`config.mk`:
```
export PLATFORM = sky130hd
export DESIGN_NAME = darkram_arb
export DESIGN_NICKNAME = d
export VERILOG_FILES = /design/src/rtl/darkram_arb_pkg.sv /design/src/rtl/darkram_arb_pick.sv /design/src/rtl/darkram_arb.sv
export SDC_FILE = /design/constraint.sdc
export NUM_CORES = 1
export LEC_CHECK = 0
export ABC_CLOCK_PERIOD_IN_PS = 2500
export CAP_MARGIN = 25
export CORE_AREA = 10 10 122 124
export CTS_CLUSTER_DIAMETER = 40
export CTS_CLUSTER_SIZE = 20
export DETAILED_ROUTE_END_ITERATION = 10
export DIE_AREA = 0 0 132 134
export PLACE_DENSITY = 0.85
export SLEW_MARGIN = 20
export SYNTH_ARGS = -nofsm -noshare
export SYNTH_HDL_FRONTEND = slang
export SYNTH_SLANG_ARGS = --single-unit
```
`constraint.sdc`:
```
create_clock -name CLK -period 2.5 [get_ports CLK]
set_clock_uncertainty 0.15 [all_clocks]
set_input_delay 0.25 -clock CLK [delete_from_list [all_inputs] [get_ports CLK]]
set_output_delay 0.25 -clock CLK [all_outputs]
set_load 0.01 [all_outputs]
```
`src/rtl/darkram_arb_pkg.sv`:
```
// darkram_arb_pkg: shared definitions for the single-port RAM arbiter.
// FSM state encoding, owner encoding and the "is this X request grantable"
// helper used by both the top and its grant selector.
package darkram_arb_pkg;

    typedef enum logic [1:0] {
        S_IDLE = 2'd0,
        S_CMD  = 2'd1,
        S_WAIT = 2'd2,
        S_ACK  = 2'd3
    } state_e;

    localparam logic OWN_I = 1'b0;
    localparam logic OWN_X = 1'b1;

    // An X request only competes when it names an operation; a bare XDREQ
    // with neither XRD nor XWR is never granted.
    function automatic logic x_req_valid(input logic dreq, input logic rd, input logic wr);
        return dreq & (rd | wr);
    endfunction

endpackage

```
`src/rtl/darkram_arb_pick.sv`:
```
// darkram_arb_pick: combinational grant selector for darkram_arb.
// Build option: DARKRAM_ARB_RR_EN selects round-robin between I and X on
// simultaneous requests (the one that was not the last owner wins). When
// the macro is undefined X always beats I and last_owner is not a port.
module darkram_arb_pick
    import darkram_arb_pkg::*;
(
`ifdef DARKRAM_ARB_RR_EN
    input  logic last_owner,
`endif
    input  logic ireq,
    input  logic xreq,
    input  logic HLT,
    output logic grant_valid,
    output logic grant_x
);

    // Halt only gates new grants; it never touches the winner choice.
    assign grant_valid = ~HLT & (ireq | xreq);

`ifdef DARKRAM_ARB_RR_EN
    // On a tie, hand the RAM to whoever did not have it last time.
    assign grant_x = xreq & (~ireq | (last_owner == OWN_I));
`else
    // Fixed priority: the data port always wins a tie.
    assign grant_x = xreq;
`endif

endmodule

```
`src/rtl/darkram_arb.sv`:
```
// darkram_arb: shares one single-port synchronous RAM between the core's
// instruction-fetch port (I) and data port (X). Accesses are serialised
// through IDLE -> CMD -> (WAIT) -> ACK; all RAM-side command outputs and
// core-side read data / acknowledges are registered.
// Build option: DARKRAM_ARB_RR_EN enables round-robin arbitration (with a
// last-owner register); otherwise X has fixed priority over I.
module darkram_arb
    import darkram_arb_pkg::*;
#(
    parameter int AW     = 11,  // RAM word-address width
    parameter int RD_LAT = 1    // RAM read latency, 1..3 cycles
) (
    input  logic          CLK,
    input  logic          RES,
    input  logic          HLT,
    input  logic          IDREQ,
    input  logic [31:0]   IADDR,
    output logic [31:0]   IDATA,
    output logic          IDACK,
    input  logic          XDREQ,
    input  logic          XRD,
    input  logic          XWR,
    input  logic [3:0]    XBE,
    input  logic [31:0]   XADDR,
    input  logic [31:0]   XATAI,
    output logic [31:0]   XATAO,
    output logic          XDACK,
    output logic [AW-1:0] RADDR,
    output logic          RWE,
    output logic [3:0]    RBE,
    output logic [31:0]   RDATI,
    input  logic [31:0]   RDATO,
    output logic [3:0]    DEBUG
);

    state_e        state_q;
    logic          owner_q;     // OWN_I / OWN_X of the access in flight
    logic          wr_q;        // access in flight is a write
    logic [1:0]    cnt_q;       // remaining WAIT cycles before RDATO is valid
    logic [AW-1:0] raddr_q;
    logic          rwe_q;
    logic [3:0]    rbe_q;
    logic [31:0]   rdati_q;
    logic [31:0]   idata_q;
    logic [31:0]   xatao_q;
    logic          idack_q;
    logic          xdack_q;
`ifdef DARKRAM_ARB_RR_EN
    logic          last_owner_q;
`endif

    logic          xreq_valid;
    logic          grant_valid;
    logic          grant_x;
    logic          wr_d;
    logic [AW-1:0] raddr_d;

    // Byte address bits above the RAM size wrap; the byte offset is ignored.
    logic unused_addr_bits;
    assign unused_addr_bits = ^{IADDR[31:AW+2], IADDR[1:0], XADDR[31:AW+2], XADDR[1:0]};

    assign xreq_valid = x_req_valid(XDREQ, XRD, XWR);

    darkram_arb_pick u_pick (
`ifdef DARKRAM_ARB_RR_EN
        .last_owner  (last_owner_q),
`endif
        .ireq        (IDREQ),
        .xreq        (xreq_valid),
        .HLT         (HLT),
        .grant_valid (grant_valid),
        .grant_x     (grant_x)
    );

    // XRD and XWR together is treated as a write.
    assign wr_d    = grant_x & XWR;
    assign raddr_d = grant_x ? XADDR[AW+1:2] : IADDR[AW+1:2];

    // Access sequencer: grant in IDLE, one command cycle, optional read wait, one ack cycle.
    always_ff @(posedge CLK or negedge RES) begin
        if (!RES) begin
            state_q      <= S_IDLE;
            owner_q      <= OWN_I;
            wr_q         <= 1'b0;
            cnt_q        <= 2'd0;
            raddr_q      <= '0;
            rwe_q        <= 1'b0;
            rbe_q        <= 4'b0;
            rdati_q      <= 32'b0;
            idata_q      <= 32'b0;
            xatao_q      <= 32'b0;
            idack_q      <= 1'b0;
            xdack_q      <= 1'b0;
`ifdef DARKRAM_ARB_RR_EN
            last_owner_q <= OWN_I;
`endif
        end else begin
            // Acks are single-cycle pulses raised only on entry to ACK.
            idack_q <= 1'b0;
            xdack_q <= 1'b0;
            case (state_q)
                S_IDLE: begin
                    if (grant_valid) begin
                        state_q <= S_CMD;
                        owner_q <= grant_x;
                        wr_q    <= wr_d;
                        raddr_q <= raddr_d;
                        rwe_q   <= wr_d;
                        rbe_q   <= wr_d ? XBE : 4'b0;
                        if (wr_d) begin
                            rdati_q <= XATAI;
                        end
`ifdef DARKRAM_ARB_RR_EN
                        last_owner_q <= grant_x;
`endif
                    end
                end
                S_CMD: begin
                    // The RAM has sampled the command; keep the write strobe one cycle wide.
                    rwe_q <= 1'b0;
                    rbe_q <= 4'b0;
                    if (wr_q) begin
                        state_q <= S_ACK;
                        idack_q <= (owner_q == OWN_I);
                        xdack_q <= (owner_q == OWN_X);
                    end else begin
                        state_q <= S_WAIT;
                        cnt_q   <= 2'(RD_LAT - 1);
                    end
                end
                S_WAIT: begin
                    if (cnt_q == 2'd0) begin
                        // Only the owner's read-data register is updated.
                        if (owner_q == OWN_X) begin
                            xatao_q <= RDATO;
                        end else begin
                            idata_q <= RDATO;
                        end
                        state_q <= S_ACK;
                        idack_q <= (owner_q == OWN_I);
                        xdack_q <= (owner_q == OWN_X);
                    end else begin
                        cnt_q <= cnt_q - 2'd1;
                    end
                end
                S_ACK: begin
                    // No grant here, so a request still held from this access is not regranted.
                    state_q <= S_IDLE;
                end
                default: begin
                    state_q <= S_IDLE;
                end
            endcase
        end
    end

    assign RADDR = raddr_q;
    assign RWE   = rwe_q;
    assign RBE   = rbe_q;
    assign RDATI = rdati_q;
    assign IDATA = idata_q;
    assign XATAO = xatao_q;
    assign IDACK = idack_q;
    assign XDACK = xdack_q;
    assign DEBUG = {state_q, owner_q, rwe_q};

endmodule

```
[Yosys cells after proc, flatten, opt, wreduce, memory -nomap -nowiden]
Cells that the tools add are included.
Storage, ports and cells
  flip-flop bits (word level): 120
  bits of input ports: 139
  memories: 0
  bits in latches: 0
  word-level logic and storage cells: 57
  bits in writable memories: 0
  memory bits (read-only): 0
Operators by class
  order comparisons: 0
  add/subtract/negate cells: 1
  shift-type cells: 0
  divide/modulo/power cells: 0
  $mul: 0
  bitwise logic cells: 7
  multiplexer cells: 19
  reductions and logical operators: 11
  equal/unequal tests: 7
Operator list (number)
  $reduce_and A3 Y1: 4
  $mux W11: 1
  $mux W2: 4
  $mux W4: 2
  $ne A2 B2 Y1 const B: 4
  $pmux W2 S4: 1
  $pmux W4 S2: 1
  $mux W1: 6
  $pmux W1 S2: 3
  $reduce_and A2 Y1: 3
  $eq A2 B2 Y1 const B: 2
  $logic_not A2 Y1: 2
  $pmux W2 S2: 1
  $reduce_bool A2 Y1: 2
  $and A1 B1 Y1: 3
  $eq A2 B1 Y1 const B: 1
  $not A1 Y1: 2
  $or A1 B1 Y1: 2
  $sub A2 B1 Y2 const B: 1

[Depth between registers and ports, before layout]
  word-level depth: 6
  mapped depth: 6
  gate-level depth less buffers: 5

[Hierarchy]
Synthesis repeated with hierarchy kept, for this count alone.
Unflattened totals
  cell total of the unflattened synthesis: 317
  area, all modules: 4865.9 µm²
By module, submodules not included
  darkram_arb: instances 1, seq. area each 3002.9 µm², cells an instance 315, area an instance 4848.4 µm²
  darkram_arb_pick: instances 1, seq. area each 0.0 µm², cells an instance 2, area an instance 17.5 µm²

[Worst setup path before layout]
No wires, ideal clock.
  path type: register to register
  from: reg state_q[0]
  to: reg rdati_q[10], in the netlist RDATI[10]
  stages on the path, launching flop included: 7
  setup time: 125 ps
  buffers on the path: 1
  period minus slack after synthesis: 1864 ps
  path slack: 636 ps
  arrival: 1589 ps
  data required time: 2225 ps
  path through: dfrtp_1 inv_1 ha_1 and2b_2 nand3_2 buf_6 mux2_2
Between the ends
  word-level cells in the longest chain between the ends: 2
RTL lines
  from (decl): RTL line darkram_arb.sv:36  | state_e state_q;
  from (signal assigned): RTL line darkram_arb.sv:82  | state_q <= S_IDLE;
  from (signal assigned): RTL line darkram_arb.sv:104  | state_q <= S_CMD;
  from (signal assigned): RTL line darkram_arb.sv:123  | state_q <= S_ACK;
  $logic_not A2 Y1: RTL line darkram_arb.sv:101  | case (state_q)
  $reduce_and A3 Y1 (no line)
  to (signal assigned): RTL line darkram_arb.sv:89  | rdati_q <= 32'b0;
  to (signal assigned): RTL line darkram_arb.sv:111  | rdati_q <= XATAI;
  to (decl): RTL line darkram_arb.sv:43  | logic [31:0] rdati_q;
No other way between the ends.
A chain may end at the register's enable or synchronous reset.

[Worst setup path in the final report]
  from: reg state_q[0]
  to: reg xatao_q[9], in the netlist XATAO[9]
Between the ends
  word-level cells in the longest chain between the ends: 2
RTL lines
  $eq A2 B2 Y1: RTL line darkram_arb.sv:101
  $reduce_and A3 Y1 (no line)
  to (signal assigned): RTL line darkram_arb.sv:91  | xatao_q <= 32'b0;
  to (signal assigned): RTL line darkram_arb.sv:135  | xatao_q <= RDATO;
  to (decl): RTL line darkram_arb.sv:45  | logic [31:0] xatao_q;
No other way between the ends.

==> results_dict.tcl <==
set metrics [dict create \
    cts_root_buf "clkbuf_16" \
    register_area_mm2 0.00300 \
    drt_iter0_drc 112 \
    worst_pin_slew_ps 464 \
    status "finished clean" \
    final_cells 725 \
    fin_util_pct 62.4 \
    r2r_cells 5 \
    hold_path_class "primary input to asynchronous set/reset pin" \
    post_cts_resized 0 \
    nets 684 \
    cap_violations 0 \
    r2r-start "state_q[0]$_DFFE_PN0P_" \
    fp-row-count 41 \
    slowest_stage "dfrtp_1" \
    cts-htree-levels 4 \
    max_stage_delay_ps 400 \
    track_usage_pct 15.2 \
    diodes 0 \
    syn_area_per_cell_um2 15.6 \
    multi_input_area_mm2 0.00176 \
    setup_viol 0 \
    grt_pass1_wl_mm 21.2 \
    fp.coreArea_mm2 0.0125 \
    max_freq_mhz 470 \
    hold_viol 0 \
    grt_pass1_vias 3907 \
    startpoint_type "flip-flop" \
    antenna_left 0 \
    cts_buffers 17 \
    finalMaxSlewViolations 0 \
    post-route-drc-count 0 \
    io_pins 257 \
    path_class "flip-flop to flip-flop" \
    grt_start_max_net_pins 71 \
    finalCritPeriodShare_pct 85.1 \
    place.gp.congestion 0.723 \
    die_height_um 134 \
    leakage_nw 3.31 \
    die_w_um 132 \
    vdd_ir_drop_max_uv 625 \
    ys_seq_area_share_pct 61.3 \
    post-cts-setup-buffers 0 \
    cts_buffer_depth 2 \
    wl_per_cell_um 18.4 \
    syn_inst 313 \
    fillCellCount 946 \
    dp.cells 692 \
    cp.arrival_ps 2250 \
    r2r_end "XATAO[9]$_DFFE_PN0P_" \
    synthesis.nets 457 \
    fp.dieArea_mm2 0.0177 \
    area.growth.synth_to_final_pct 59.0 \
    crit_path_end_kind "flip-flop" \
    yosysUniqueCellTypes 29 \
    rsz0062_at_grt "no" \
    critPathMaxFanout 28 \
    drt-pass1-iter-count 4 \
    layout-drive-gt1-share_pct 28.6 \
    power_mw 10.0 \
    synth_area_mm2 0.00490 \
    cp.required_ps 2630 \
    slew_headroom_pct 68.9 \
    rrSetupSlack_ps 370 \
    antenna_found_initial 0 \
    start_util_pct 39.3 \
    period_minus_slack_ps 2130 \
    wl_mm 13.4 \
    io_buffers 214 \
    pwr_density_cell_mw_per_mm2 1290 \
    clk_latency_ps 400 \
    via_count 3432 \
    yosys_warnings 0 \
    clock-sinks 120 \
    cts_tree "done" \
    hpwl_mm 10.3 \
    path_cells "inv_1 -> ha_1 -> nand3_1 -> buf_12 -> mux2_1" \
    viasPerCell 4.73 \
    ys_seq_elements 120 \
    timing.setup.tns_ps 0 \
    path_clk_slew_ps 50 \
    grt_overflow 0 \
]
flip-flops by register name, summed over array words and instances (netlist names), 2 cells and up:
register and count:
cnt_q 2, state_q 2, XATAO 32, RDATI 32, IDATA 32, RBE 4, RADDR 11
final cells by class:
cell class / instances / area share, %
clock buffer: 23 / 6.01
timing repair buffer: 222 / 28.8
inverter: 7 / 0.338
multi-input combinational: 172 / 22.6
tap: 172 / 2.76
sequential: 120 / 38.6
clock inverter: 9 / 0.964
synth_stat cells:
library cell | n | area share (%)
a211oi_1 | 2 | 0.31
a21oi_1 | 2 | 0.20
a22oi_1 | 1 | 0.15
and2b_2 | 1 | 0.18
and3_1 | 1 | 0.13
and3b_2 | 1 | 0.20
buf_2 | 7 | 0.72
buf_4 | 2 | 0.31
buf_6 | 4 | 0.92
buf_8 | 1 | 0.31
dfrtp_1 | 120 | 61
ha_1 | 5 | 1.3
inv_1 | 7 | 0.54
mux2_1 | 4 | 0.92
mux2_2 | 106 | 24
mux2_4 | 10 | 3.1
mux2i_1 | 6 | 1.2
nand2_1 | 12 | 0.92
nand2b_1 | 2 | 0.26
nand3_1 | 3 | 0.31
nand3_2 | 1 | 0.20
nor2_1 | 4 | 0.31
o211ai_1 | 1 | 0.15
o21a_4 | 2 | 0.61
o21ai_0 | 3 | 0.31
o21ai_1 | 1 | 0.10
o21ai_2 | 1 | 0.18
o221ai_1 | 2 | 0.36
o22ai_1 | 1 | 0.13
routing by layer:
layer	track usage, %	vias up	wire length [um]
li1	-	1561	-
met1	15.9	1686	5280
met2	25.3	160	6550
met3	7.28	25	1170
met4	7.29	0	369
met5	0	-	0
report_power, final:
group          leakage [nW]  total, mW  switching [mW]  internal [mW]
clock network         0.266       2.21           0.803           1.41
registers              1.44       3.39           0.491           2.90
logic                  1.60       4.42            1.67           2.75
total                  3.31       10.0            2.96           7.06
how the worst max path moves through the flow:
stage / startpoint / endpoint / depth (start not counted)
6_report: state_q[0]$_DFFE_PN0P_ / XATAO[9]$_DFFE_PN0P_ / 5
5_1_grt: state_q[0]$_DFFE_PN0P_ / XATAO[9]$_DFFE_PN0P_ / 5
4_1_cts: state_q[0]$_DFFE_PN0P_ / XATAO[9]$_DFFE_PN0P_ / 5
3_5_place_dp: state_q[0]$_DFFE_PN0P_ / XATAO[9]$_DFFE_PN0P_ / 5
3_3_place_gp: state_q[0]$_DFFE_PN0P_ / XATAO[8]$_DFFE_PN0P_ / 5
2_1_floorplan: state_q[0]$_DFFE_PN0P_ / RDATI[10]$_DFFE_PN0P_ / 6
through the flow:
stage	instance area, um2	hold slack, ps	worst slack, ps
2_1_floorplan	4900	-196	636
4_1_cts	7780	213	356
3_5_place_dp	7230	80.1	362
5_1_grt	7780	245	271
3_3_place_gp	7230	67.2	453
6_report	7780	226	372
worst max-delay path, delay by kind of cell (launching register included):
family / cells / cell delay [ps]
flip-flops: 1 / 400
buffers and inverters: 2 / 450
multiplexers: 1 / 330
adder cells (fa/ha/maj): 1 / 320
AND/OR/NAND/NOR: 1 / 340
layout by cell type (no fill, tap or decap), drive strengths merged, types with 2 or more instances in the layout:
cell type,Yosys,routed
mux2i,6,6
clkbuf,0,23
clkdlybuf4s50,0,213
clkinv,0,6
ha,5,5
nand3,4,4
nor2,4,4
a21oi,2,2
o21a,2,2
nand2,12,12
o221ai,2,2
o21ai,5,5
mux2,120,120
clkinvlp,0,2
a211oi,2,2
inv,7,7
buf,14,8
nand2b,2,2
dfrtp,120,120
timing repair:
action	in CTS	in global routing
endpoints found under the hold margin	32	0
setup endpoints to repair	0	0
hold buffers	1	0
cell families after synthesis:
kind of cell | Yosys count | share of synthesized area (%)
compound gates | 16 | 2.50
fa+ha+maj | 5 | 1.28
buf+inv | 21 | 2.79
flops | 120 | 61.3
mux | 126 | 29.6
simple gates | 25 | 2.50
Note: power is estimated with default switching activity, not from simulation.
